[config.mk]
export PLATFORM = sky130hd
export DESIGN_NAME = alu_seq
export DESIGN_NICKNAME = d
export VERILOG_FILES = /design/src/rtl/alu_seq.sv
export SDC_FILE = /design/constraint.sdc
export NUM_CORES = 1
export LEC_CHECK = 0
export ABC_CLOCK_PERIOD_IN_PS = 6200
export CAP_MARGIN = 15
export CORE_AREA = 3 3 70 138
export CTS_CLUSTER_SIZE = 40
export DETAILED_ROUTE_END_ITERATION = 7
export DIE_AREA = 0 0 73 141
export PLACE_DENSITY_LB_ADDON = 0.2
export SYNTH_ARGS = -nofsm -noshare
export SYNTH_HDL_FRONTEND = slang
export SYNTH_SLANG_ARGS = --single-unit
[constraint.sdc]
create_clock -name clk -period 6.2 [get_ports clk]
set_input_delay 1.55 -clock clk [delete_from_list [all_inputs] [get_ports clk]]
set_output_delay 1.55 -clock clk [all_outputs]
set_load 0.05 [all_outputs]
[src/rtl/alu_seq.sv]
// alu_seq: registered execute-stage ALU with CCR flags, stall/flush and an
// optional iterative shift-add multiplier enabled by defining ALU_MUL_EN.
//
// state       | meaning
// ------------+-------------------------------------------------------------
// ST_IDLE     | accepting ops; single-cycle ops commit at the accepting edge
// ST_MUL_BUSY | shift-add iterations, counter counts WIDTH down to terminal 1
// ST_MUL_DONE | one cycle to commit the product to result/CCR
module alu_seq #(
   parameter int WIDTH   = 16,
   parameter int SHAMT_W = 4
) (
   input  logic             clk,
   input  logic             rst,
   input  logic             in_valid,
   output logic             in_ready,
   input  logic [3:0]       func,
   input  logic [WIDTH-1:0] op1,
   input  logic [WIDTH-1:0] op2,
   input  logic             stall,
   input  logic             flush,
   input  logic             flags_wr,
   input  logic [3:0]       flags_in,
   output logic             out_valid,
   output logic [WIDTH-1:0] result,
   output logic [3:0]       out_flags
);

   typedef enum logic [1:0] {
      ST_IDLE     = 2'd0,
      ST_MUL_BUSY = 2'd1,
      ST_MUL_DONE = 2'd2
   } state_t;

   localparam logic [3:0] F_SETC = 4'h1, F_CLRC = 4'h2, F_MOV1 = 4'h3, F_MOV2 = 4'h4;
   localparam logic [3:0] F_NOT  = 4'h5, F_INC  = 4'h6, F_DEC  = 4'h7, F_ADD  = 4'h8;
   localparam logic [3:0] F_SUB  = 4'h9, F_AND  = 4'ha, F_OR   = 4'hb, F_SHL  = 4'hc;
   localparam logic [3:0] F_SHR  = 4'hd, F_MUL  = 4'he;
   localparam int FZ = 0, FN = 1, FC = 2, FV = 3;
   localparam int MSB = WIDTH - 1;
   localparam logic [SHAMT_W:0] WIDTH_S = (SHAMT_W+1)'(WIDTH);

   state_t             state_q, state_d;
   logic [WIDTH-1:0]   result_q, result_d;
   logic               out_valid_q, out_valid_d;
   logic [3:0]         flags_q, flags_d;
   logic               accept;
   logic [WIDTH-1:0]   alu_res;
   logic [3:0]         alu_flags;
   logic               upd_zn;
   logic [WIDTH-1:0]   add_b;
   logic               add_sub;
   logic [WIDTH:0]     add_sum;
   logic [SHAMT_W-1:0] shamt;
   logic [WIDTH:0]     shl_ext;
   logic [WIDTH:0]     shr_ext;

`ifdef ALU_MUL_EN
   localparam int CNT_W = $clog2(WIDTH + 1);
   logic [2*WIDTH-1:0] acc_q, acc_d;
   logic [2*WIDTH-1:0] mcand_q, mcand_d;
   logic [WIDTH-1:0]   mplier_q, mplier_d;
   logic [CNT_W-1:0]   cnt_q, cnt_d;

   assign in_ready = (state_q == ST_IDLE) & ~stall & ~rst;
`else
   assign in_ready = ~stall & ~rst;
`endif

   assign accept    = in_valid & in_ready & ~flush;
   assign result    = result_q;
   assign out_valid = out_valid_q;
   assign out_flags = flags_q;

   // Extra guard bit catches the last bit shifted out in either direction.
   assign shamt   = op2[SHAMT_W-1:0];
   assign shl_ext = {1'b0, op1} << shamt;
   assign shr_ext = {op1, 1'b0} >> shamt;

   // Shared WIDTH+1 adder for ADD/SUB/INC/DEC; top bit is carry or borrow.
   always_comb begin
      add_b   = op2;
      add_sub = 1'b0;
      case (func)
         F_INC: add_b = WIDTH'(1);
         F_DEC: begin
            add_b   = WIDTH'(1);
            add_sub = 1'b1;
         end
         F_SUB: add_sub = 1'b1;
         default: ;
      endcase
      add_sum = add_sub ? ({1'b0, op1} - {1'b0, add_b}) : ({1'b0, op1} + {1'b0, add_b});
   end

   // Single-cycle result and the flags it would commit.
   always_comb begin
      alu_res   = '0;
      alu_flags = flags_q;
      upd_zn    = 1'b0;
      case (func)
         F_SETC: alu_flags[FC] = 1'b1;
         F_CLRC: alu_flags[FC] = 1'b0;
         F_MOV1: alu_res = op1;
         F_MOV2: alu_res = op2;
         F_NOT: begin
            alu_res = ~op1;
            upd_zn  = 1'b1;
         end
         F_INC, F_DEC, F_ADD, F_SUB: begin
            alu_res       = add_sum[WIDTH-1:0];
            alu_flags[FC] = add_sum[WIDTH];
            alu_flags[FV] = add_sub ? ((op1[MSB] != add_b[MSB]) & (add_sum[MSB] != op1[MSB]))
                                    : ((op1[MSB] == add_b[MSB]) & (add_sum[MSB] != op1[MSB]));
            upd_zn        = 1'b1;
         end
         F_AND: begin
            alu_res = op1 & op2;
            upd_zn  = 1'b1;
         end
         F_OR: begin
            alu_res = op1 | op2;
            upd_zn  = 1'b1;
         end
         F_SHL, F_SHR: begin
            upd_zn = 1'b1;
            if (shamt == '0) begin
               alu_res = op1;
            end else if ({1'b0, shamt} >= WIDTH_S) begin
               alu_res       = '0;
               alu_flags[FC] = 1'b0;
            end else if (func == F_SHL) begin
               alu_res       = shl_ext[WIDTH-1:0];
               alu_flags[FC] = shl_ext[WIDTH];
            end else begin
               alu_res       = shr_ext[WIDTH:1];
               alu_flags[FC] = shr_ext[0];
            end
         end
         default: ;
      endcase
      if (upd_zn) begin
         alu_flags[FZ] = ~|alu_res;
         alu_flags[FN] = alu_res[MSB];
      end
   end

   // Next state: flush beats stall; a flags restore overrides any ALU flag update.
   always_comb begin
      state_d     = state_q;
      result_d    = result_q;
      out_valid_d = out_valid_q;
      flags_d     = flags_q;
`ifdef ALU_MUL_EN
      acc_d       = acc_q;
      mcand_d     = mcand_q;
      mplier_d    = mplier_q;
      cnt_d       = cnt_q;
`endif
      if (flush) begin
         out_valid_d = 1'b0;
         state_d     = ST_IDLE;
`ifdef ALU_MUL_EN
         cnt_d       = '0;
`endif
      end else if (!stall) begin
         out_valid_d = 1'b0;
         case (state_q)
            ST_IDLE: begin
               if (accept) begin
`ifdef ALU_MUL_EN
                  if (func == F_MUL) begin
                     acc_d    = '0;
                     mcand_d  = {{WIDTH{1'b0}}, op1};
                     mplier_d = op2;
                     cnt_d    = CNT_W'(WIDTH);
                     state_d  = ST_MUL_BUSY;
                  end else
`endif
                  begin
                     result_d    = alu_res;
                     flags_d     = alu_flags;
                     out_valid_d = 1'b1;
                  end
               end
            end
`ifdef ALU_MUL_EN
            ST_MUL_BUSY: begin
               if (mplier_q[0]) acc_d = acc_q + mcand_q;
               mcand_d  = mcand_q << 1;
               mplier_d = mplier_q >> 1;
               cnt_d    = cnt_q - CNT_W'(1);
               if (cnt_q == CNT_W'(1)) state_d = ST_MUL_DONE;
            end
            ST_MUL_DONE: begin
               result_d    = acc_q[WIDTH-1:0];
               flags_d[FZ] = ~|acc_q[WIDTH-1:0];
               flags_d[FN] = acc_q[MSB];
               flags_d[FC] = |acc_q[2*WIDTH-1:WIDTH];
               out_valid_d = 1'b1;
               state_d     = ST_IDLE;
            end
`endif
            default: state_d = ST_IDLE;
         endcase
      end
      if (flags_wr) flags_d = flags_in;
   end

   // All state registers with synchronous reset.
   always_ff @(posedge clk) begin
      if (rst) begin
         state_q     <= ST_IDLE;
         result_q    <= '0;
         out_valid_q <= 1'b0;
         flags_q     <= '0;
`ifdef ALU_MUL_EN
         acc_q       <= '0;
         mcand_q     <= '0;
         mplier_q    <= '0;
         cnt_q       <= '0;
`endif
      end else begin
         state_q     <= state_d;
         result_q    <= result_d;
         out_valid_q <= out_valid_d;
         flags_q     <= flags_d;
`ifdef ALU_MUL_EN
         acc_q       <= acc_d;
         mcand_q     <= mcand_d;
         mplier_q    <= mplier_d;
         cnt_q       <= cnt_d;
`endif
      end
   end

endmodule

==> out/qor.log, run 1 <==
[sta] clk_skew 0 ns
[finish] final non-filler cell area 5630 um^2
[sta] total negative setup slack 0 ns
[sta] period utilization 0.956
[floorplan] effective utilization at floorplan 0.574
[critical_path] worst reg-to-reg setup slack 4.51 ns
[floorplan] core outline area 8710 um^2
[logic_synthesis] post-synthesis sequential area ratio 0.0841
[clock_tree] total setup buffers inserted after CTS 0
[power] PD cells 142 nW/um^2
[clock_tree] TritonCTS clock tree done
[grt] largest net degree at the start of global routing 62
[power] internal power consumption 0.000427 W
[logic_synthesis] ys async rst share 0
[routing] routed wl met2 10100 um
[logic_synthesis] most used flip-flop cell after synthesis sky130_fd_sc_hd__dfxtp_1
[power] maximum VDD drop 0.0000998 V
[routing] wire length on met1 6840 um
[routing] met3 WL 1660 um
[logic_synthesis] Cell variety after synth 81
[critical_path] Required @ worst endpoint 6.35 ns
[finish] combined area of the multi-input logic cells 4070 um^2
[finish] layout overhead on the synthesized area 12.7%
[routing] total length of routed wires 20700 um
[finish] Ant. Diodes 0
[floorplan] Horiz. Die Dim 73 um
[logic_synthesis] YS warnings 0
[sta] slew margin rel. 0.366
[finish] share of post-route cells with drive strength above 1 0.0882
[power] part of the power in registers 0.179
[sta] setup violators final 0
[logic_synthesis] Synth Instances 706
[flow_run] # Max-Cap Violations 0
[critical_path] cell class contributing the biggest share of worst-path delay simple AND/OR/NAND/NOR gates
[logic_synthesis] post-synthesis instance area 5000 um^2
[logic_synthesis] number of synthesized flops with an enable pin 0
[logic_synthesis] top-area cell type share of the netlist area 0.0841
[routing] drt drc 0
[critical_path] Critical-path top delay cell sky130_fd_sc_hd__or3b_2
[critical_path] critical path type in -> reg
[sta] shortest clock period the worst path allows after layout 5.93 ns
[sta] fmax 169 MHz
[clock_tree] clock slew at reported path FFs 0.06 ns
[floorplan] I/O pin cnt 68
[routing] total via count after detailed routing 5981
[logic_synthesis] Post-Syn Nets 770
[grt] number of antenna violations at the first check in global routing 0
[critical_path] delay of the slowest critical-path stage 0.59 ns
[grt] GRT Overall Usage 0.399
[critical_path] critical path endpoint category flop
[sta] actual transition at the worst max-transition pin 0.944 ns
[floorplan] Die ar. 10300 um^2
[clock_tree] cts bufs inserted 3
[grt] gr ovfl total 0
[critical_path] end of the worst register-to-register path out_flags[0]
[logic_synthesis] Yosys top cell by area sky130_fd_sc_hd__dfxtp_1
[routing] Pre-Repair DR Iteration Count 5
[critical_path] cell-by-cell trace of the critical path clkdlybuf4s50_1, buf_4, or3b_2, nor2_1, buf_4, o21ai_0, o21ai_0, o21ai_0, ha_1, and3_1, nand3_1, o211ai_1, a211oi_1, or4b_1, mux4_2, o21ai_0, a41o_1
[critical_path] kind of start point of the critical path input pin
[placement] final weighted congestion in routability-driven placement 1.05
[routing] post-detailed-route count of antenna-violating nets 0
[power] Static Leak 2.21 nW
[run_status] run status completed
[routing] via count normalized by instance count 7.15
[clock_tree] insertion delay of the later-clocked pin in the worst-skew pair 0.25 ns
[grt] via count of the first global-routing pass 5753
[floorplan] vertical extent of the die 141 um
[clock_tree] library cell used as clock root buffer sky130_fd_sc_hd__clkbuf_16
[logic_synthesis] post-synthesis register bit count 21
[finish] Filler cells 797
[grt] wire length of the first global-routing pass 31500 um
[routing] number of DRC markers in iteration 0 775
[finish] final core area utilization 0.647
[power] Sw Pwr 0.000374 W
[placement] Cell Area, Placed 5550 um^2
[clock_tree] CTS sink cnt 21
[min_path] kind of path behind the tightest hold check reg -> reg
[finish] most common cell after layout, fill and taps aside sky130_fd_sc_hd__o21ai_0
[sta] setup repair after global routing missed its margin false
[min_path] terminating pin of the worst hold path out_valid
[sta] final number of hold-violating endpoints 0
[critical_path] Max Fanout on Critical Path 14
[critical_path] depth of the worst register-to-register path 6
[critical_path] Worst Path Arrival 6.07 ns
[finish] number of nets in the layout 802
[sta] Final Slew Violations 0
[power] switching portion of total power 0.467
[finish] top library cells by usage in the layout, fill and taps aside sky130_fd_sc_hd__o21ai_0, sky130_fd_sc_hd__nand2_1, sky130_fd_sc_hd__nor2_1, sky130_fd_sc_hd__clkdlybuf4s50_1, sky130_fd_sc_hd__a21oi_1
[critical_path] Worst path most repeated cell sky130_fd_sc_hd__o21ai_0
[clock_tree] Max clock buf depth 2
[sta] crit path setup slack, layout 0.274 ns
[finish] Sequential cell area 420 um^2
[min_path] number of instances on the worst hold path 2
[routing] Highest Signal Layer met4
[placement] post-detail-place hpwl 16000 um
[critical_path] Critical path buffers and inverters 3
[power] relative contribution of the clock network to total power 0.168
[clock_tree] H-tree Lvls 1
[logic_synthesis] cell types with the largest area share after synthesis sky130_fd_sc_hd__dfxtp_1, sky130_fd_sc_hd__mux2i_1, sky130_fd_sc_hd__o21ai_0, sky130_fd_sc_hd__a21oi_1, sky130_fd_sc_hd__mux4_2
[critical_path] origin of the critical flop-to-flop path out_flags[0]
[placement] Setup Slack @ Placement 0.0219 ns
[power] fraction of power consumed by combinational cells 0.653
[min_path] Min-Delay Startpoint out_valid
[floorplan] number of placement rows 48
[logic_synthesis] syn_area_per_cell 7.08 um^2
[placement] Port Buffer Count 67
[routing] average routed wire per standard cell 24.7 um
power by group through the flow:
stage / clock network, W / registers [W] / logic (W)
final: 0.000135 / 0.000144 / 0.000523
after global routing: 0.000142 / 0.000144 / 0.000558
after CTS: 0.000135 / 0.000144 / 0.000506
after detailed placement: 0 / 0.000147 / 0.000504
after global placement: 0 / 0.000146 / 0.000496
after floorplan: 0 / 0.000165 / 0.000324
Yosys cell counts (all sizes together), types with 3 or more instances:
master,number
o21ai,72
nand2,67
nor2,67
a21oi,57
mux2i,41
clkbuf,36
buf,26
inv,26
nand3b,22
dfxtp,21
nor3,20
nand3,18
ha,17
mux4,15
nand2b,15
a211oi,13
a31oi,13
o211ai,13
o22ai,10
xnor2,10
mux2,8
and3,7
nor2b,7
or3,6
a211o,5
a221oi,5
and2,5
a21o,4
a22oi,4
a32oi,4
maj3,4
o21a,4
o221ai,4
or2,4
xor2,4
a311oi,3
nand4b,3
nor4,3
o21bai,3
o31ai,3
worst reg2reg max path: stages (launching register included):
cell and delay, ns:
sky130_fd_sc_hd__dfxtp_1 0.36, sky130_fd_sc_hd__o21ai_0 0.10, sky130_fd_sc_hd__nor2_1 0.15, sky130_fd_sc_hd__nand4b_1 0.12, sky130_fd_sc_hd__nor4_1 0.44, sky130_fd_sc_hd__nand4b_1 0.18, sky130_fd_sc_hd__o32ai_2 0.26
flip-flops by register name (all words and copies together) (netlist names):
signal and flops:
out_flags 4, out_valid 1, result 16
worst max-delay path by stage:
| stage | from | endpoint | slack (ns) | cells after the start |
|---|---|---|---|---|
| floorplan | op2[0] | out_flags[3] | 0.85 | 21 |
| global placement | op2[3] | out_flags[3] | 0.19 | 16 |
| detailed placement | op2[3] | out_flags[3] | 0.02 | 16 |
| CTS | op2[3] | out_flags[3] | 0.28 | 16 |
| global route | func[1] | out_flags[0] | 0.02 | 17 |
| finish | func[1] | out_flags[3] | 0.27 | 17 |
final cells by class:
type	count	share of cell area
multi-input cells	595	0.723
repair buffers	90	0.148
flip-flops and latches	21	0.0747
well taps	100	0.0222
inverters	27	0.0180
clock buffers	3	0.0133
clock inverters	1	0.000889
routing by layer:
metal  track usage  vias to the layer above
li1              -                     2705
met4         0.322                        0
met2         0.665                      411
met1         0.428                     2723
met5             0                        -
met3        0.0600                      142
per-stage QoR:
step | hold slack, ns | total power, W | std cells
floorplan | 0.673 | 0.000489 | 706
global placement | 0.455 | 0.000642 | 833
detailed placement | 0.462 | 0.000650 | 833
CTS | 0.477 | 0.000784 | 837
global route | 0.491 | 0.000844 | 837
finish | 0.473 | 0.000801 | 837
repair_timing:
| item | 4_1_cts | 5_1_grt |
|---|---|---|
| endpoints found under the setup margin | 0 | 4 |
| hold buffers | 0 | 0 |
| resized for setup | 0 | 2 |
kinds of logic (layout without fill, tap and decap cells):
| group | count (synthesis) | count (layout) | synth area share |
|---|---|---|---|
| and+or+nand+nor | 255 | 255 | 0.256 |
| AOI/OAI and AO/OA | 240 | 240 | 0.308 |
| buffers and inverters | 90 | 121 | 0.102 |
| muxes | 64 | 64 | 0.171 |
| adders and majority gates | 22 | 22 | 0.0548 |
| DFF | 21 | 21 | 0.0841 |
| xor gates and xnor gates | 14 | 14 | 0.0245 |
No activity file was read; power rests on OpenSTA's default activity.
==> run 2, diff against run 1 <==
==> config.mk (replaced) <==
export PLATFORM = sky130hd
export DESIGN_NAME = alu_seq
export DESIGN_NICKNAME = d
export VERILOG_FILES = /design/src/rtl/alu_seq.sv
export SDC_FILE = /design/constraint.sdc
export NUM_CORES = 1
export LEC_CHECK = 0
export ABC_CLOCK_PERIOD_IN_PS = 6200
export CAP_MARGIN = 0
export CORE_AREA = 2 2 69 137
export CTS_CLUSTER_SIZE = 40
export DETAILED_ROUTE_END_ITERATION = 7
export DIE_AREA = 0 0 71 139
export PLACE_DENSITY = 0.82
export SYNTH_ARGS = -nofsm -noshare
export SYNTH_HDL_FRONTEND = slang
export SYNTH_SLANG_ARGS = --single-unit
==> out/qor.log, run 2 (synthesis gave the netlist of run 1 again) <==
[sta] fmax 164 MHz
[floorplan] I/O pin cnt 68
[grt] via count of the first global-routing pass 5907
[critical_path] critical path type in -> reg
[routing] post-detailed-route count of antenna-violating nets 0
[critical_path] Max Fanout on Critical Path 14
[sta] setup violators final 0
[min_path] number of instances on the worst hold path 2
[sta] shortest clock period the worst path allows after layout 6.08 ns
[floorplan] vertical extent of the die 139 um
[routing] Pre-Repair DR Iteration Count 6
[sta] crit path setup slack, layout 0.116 ns
[critical_path] Required @ worst endpoint 6.37 ns
[critical_path] origin of the critical flop-to-flop path out_flags[0]
[clock_tree] number of gates given a new drive strength after cts 0
[clock_tree] cts bufs inserted 3
[clock_tree] clock slew at reported path FFs 0.06 ns
[sta] actual transition at the worst max-transition pin 0.960 ns
[finish] share of post-route cells with drive strength above 1 0.0942
[grt] number of antenna violations at the first check in global routing 0
[routing] average routed wire per standard cell 25.2 um
[clock_tree] H-tree Lvls 1
[sta] slew margin rel. 0.358
[routing] total via count after detailed routing 6194
[min_path] terminating pin of the worst hold path result[2]
[routing] met3 WL 1880 um
[floorplan] number of placement rows 49
[critical_path] worst reg-to-reg setup slack 4.59 ns
[routing] via count normalized by instance count 7.33
[clock_tree] CTS Hold Buffers Added 0
[sta] clk_skew 0 ns
[floorplan] Die ar. 9870 um^2
[placement] Port Buffer Count 67
[power] PD cells 143 nW/um^2
[finish] number of nets in the layout 808
[routing] routed wl met2 10500 um
[sta] Final Slew Violations 0
[routing] drt drc 0
[critical_path] critical path endpoint category flop
[min_path] Min-Delay Startpoint result[2]
[sta] final number of hold-violating endpoints 0
[critical_path] end of the worst register-to-register path out_flags[0]
[grt] GRT Overall Usage 0.418
[clock_tree] Max clock buf depth 2
[sta] period utilization 0.981
[clock_tree] CTS sink cnt 21
[flow_run] # Max-Cap Violations 0
[placement] post-detail-place hpwl 16000 um
[finish] most common cell after layout, fill and taps aside sky130_fd_sc_hd__o21ai_0
[grt] wire length of the first global-routing pass 32400 um
[sta] total negative setup slack 0 ns
[floorplan] core outline area 8890 um^2
[routing] wire length on met1 7040 um
[grt] largest net degree at the start of global routing 61
[min_path] kind of path behind the tightest hold check reg -> reg
[sta] setup repair after global routing missed its margin false
[grt] gr ovfl total 0
[clock_tree] library cell used as clock root buffer sky130_fd_sc_hd__clkbuf_16
[power] maximum VDD drop 0.0000810 V
[critical_path] kind of start point of the critical path input pin
[routing] Highest Signal Layer met4
[routing] number of DRC markers in iteration 0 875
[critical_path] depth of the worst register-to-register path 6
[critical_path] Worst Path Arrival 6.25 ns
[clock_tree] total setup buffers inserted after CTS 0
[power] Static Leak 2.24 nW
[routing] total length of routed wires 21300 um
[finish] top library cells by usage in the layout, fill and taps aside sky130_fd_sc_hd__o21ai_0, sky130_fd_sc_hd__nand2_1, sky130_fd_sc_hd__nor2_1, sky130_fd_sc_hd__clkdlybuf4s50_1, sky130_fd_sc_hd__a21oi_1
[finish] flip-flop count of the largest register, all copies and words added 16
[clock_tree] TritonCTS clock tree done
[floorplan] effective utilization at floorplan 0.562
[finish] layout overhead on the synthesized area 13.5%
[run_status] run status completed
[clock_tree] insertion delay of the later-clocked pin in the worst-skew pair 0.26 ns
[floorplan] Horiz. Die Dim 71 um
[placement] Setup Slack @ Placement 0.0472 ns
[finish] Ant. Diodes 0
[placement] final weighted congestion in routability-driven placement 1.15
run 2: changes by cell type in the layout (fill, tap and decap cells not counted), sizes merged:
cell / change
buf: +6
run 2: cell type report:
class	instances	area, um^2
sequential	21	420
fill	826	3220
timing repair buffer	96	878
clock inverter	1	5.00
inverter	27	101
multi-input combinational	595	4070
tap	102	128
clock buffer	3	75.1
run 2: power breakdown:
group          leakage, nW  internal (W)  switching (W)  total (W)
logic                 2.03      0.000202       0.000327   0.000529
clock network       0.0409     0.0000867      0.0000506   0.000137
registers            0.171      0.000141     0.00000305   0.000144
total                 2.24      0.000429       0.000381   0.000810
run 2: through the flow:
stage | cells | total power (W) | utilization | cell area, um^2 | hold WS, ns
finish | 845 | 0.000810 | 0.638 | 5670 | 0.474
global route | 845 | 0.000847 | 0.638 | 5670 | 0.490
CTS | 845 | 0.000790 | 0.638 | 5670 | 0.476
detailed placement | 841 | 0.000653 | 0.629 | 5590 | 0.463
global placement | 841 | 0.000645 | 0.629 | 5590 | 0.457
floorplan | 706 | 0.000489 | - | 5000 | 0.673
run 2: metal layers:
metal	track usage	up-vias
met4	0.276	0
met2	0.718	451
met1	0.457	2879
met5	0	-
li1	-	2718
met3	0.0749	146
run 2: worst max path at each step:
| stage | from | end | slack (ns) | cells past startpoint |
|---|---|---|---|---|
| after floorplan | op2[0] | out_flags[3] | 0.85 | 21 |
| after global placement | func[1] | out_flags[0] | 0.12 | 17 |
| after detailed placement | func[1] | out_flags[0] | 0.05 | 17 |
| after CTS | func[1] | out_flags[0] | 0.28 | 17 |
| after global routing | func[1] | out_flags[0] | 0.003 | 17 |
| final | func[1] | out_flags[0] | 0.12 | 17 |
run 2: critical path, stage by stage:
cell and delay (ns):
sky130_fd_sc_hd__clkdlybuf4s50_1 0.45, sky130_fd_sc_hd__buf_4 0.20, sky130_fd_sc_hd__or3b_2 0.58, sky130_fd_sc_hd__nand2_1 0.13, sky130_fd_sc_hd__nand2_1 0.18, sky130_fd_sc_hd__nor2_1 0.15
sky130_fd_sc_hd__a21oi_1 0.09, sky130_fd_sc_hd__fa_1 0.44, sky130_fd_sc_hd__a21o_1 0.18, sky130_fd_sc_hd__a21oi_1 0.28, sky130_fd_sc_hd__xnor2_1 0.13, sky130_fd_sc_hd__a221o_1 0.32
sky130_fd_sc_hd__a211oi_1 0.56, sky130_fd_sc_hd__nand3_1 0.22, sky130_fd_sc_hd__nor4_1 0.31, sky130_fd_sc_hd__nand4b_1 0.18, sky130_fd_sc_hd__o32ai_2 0.30
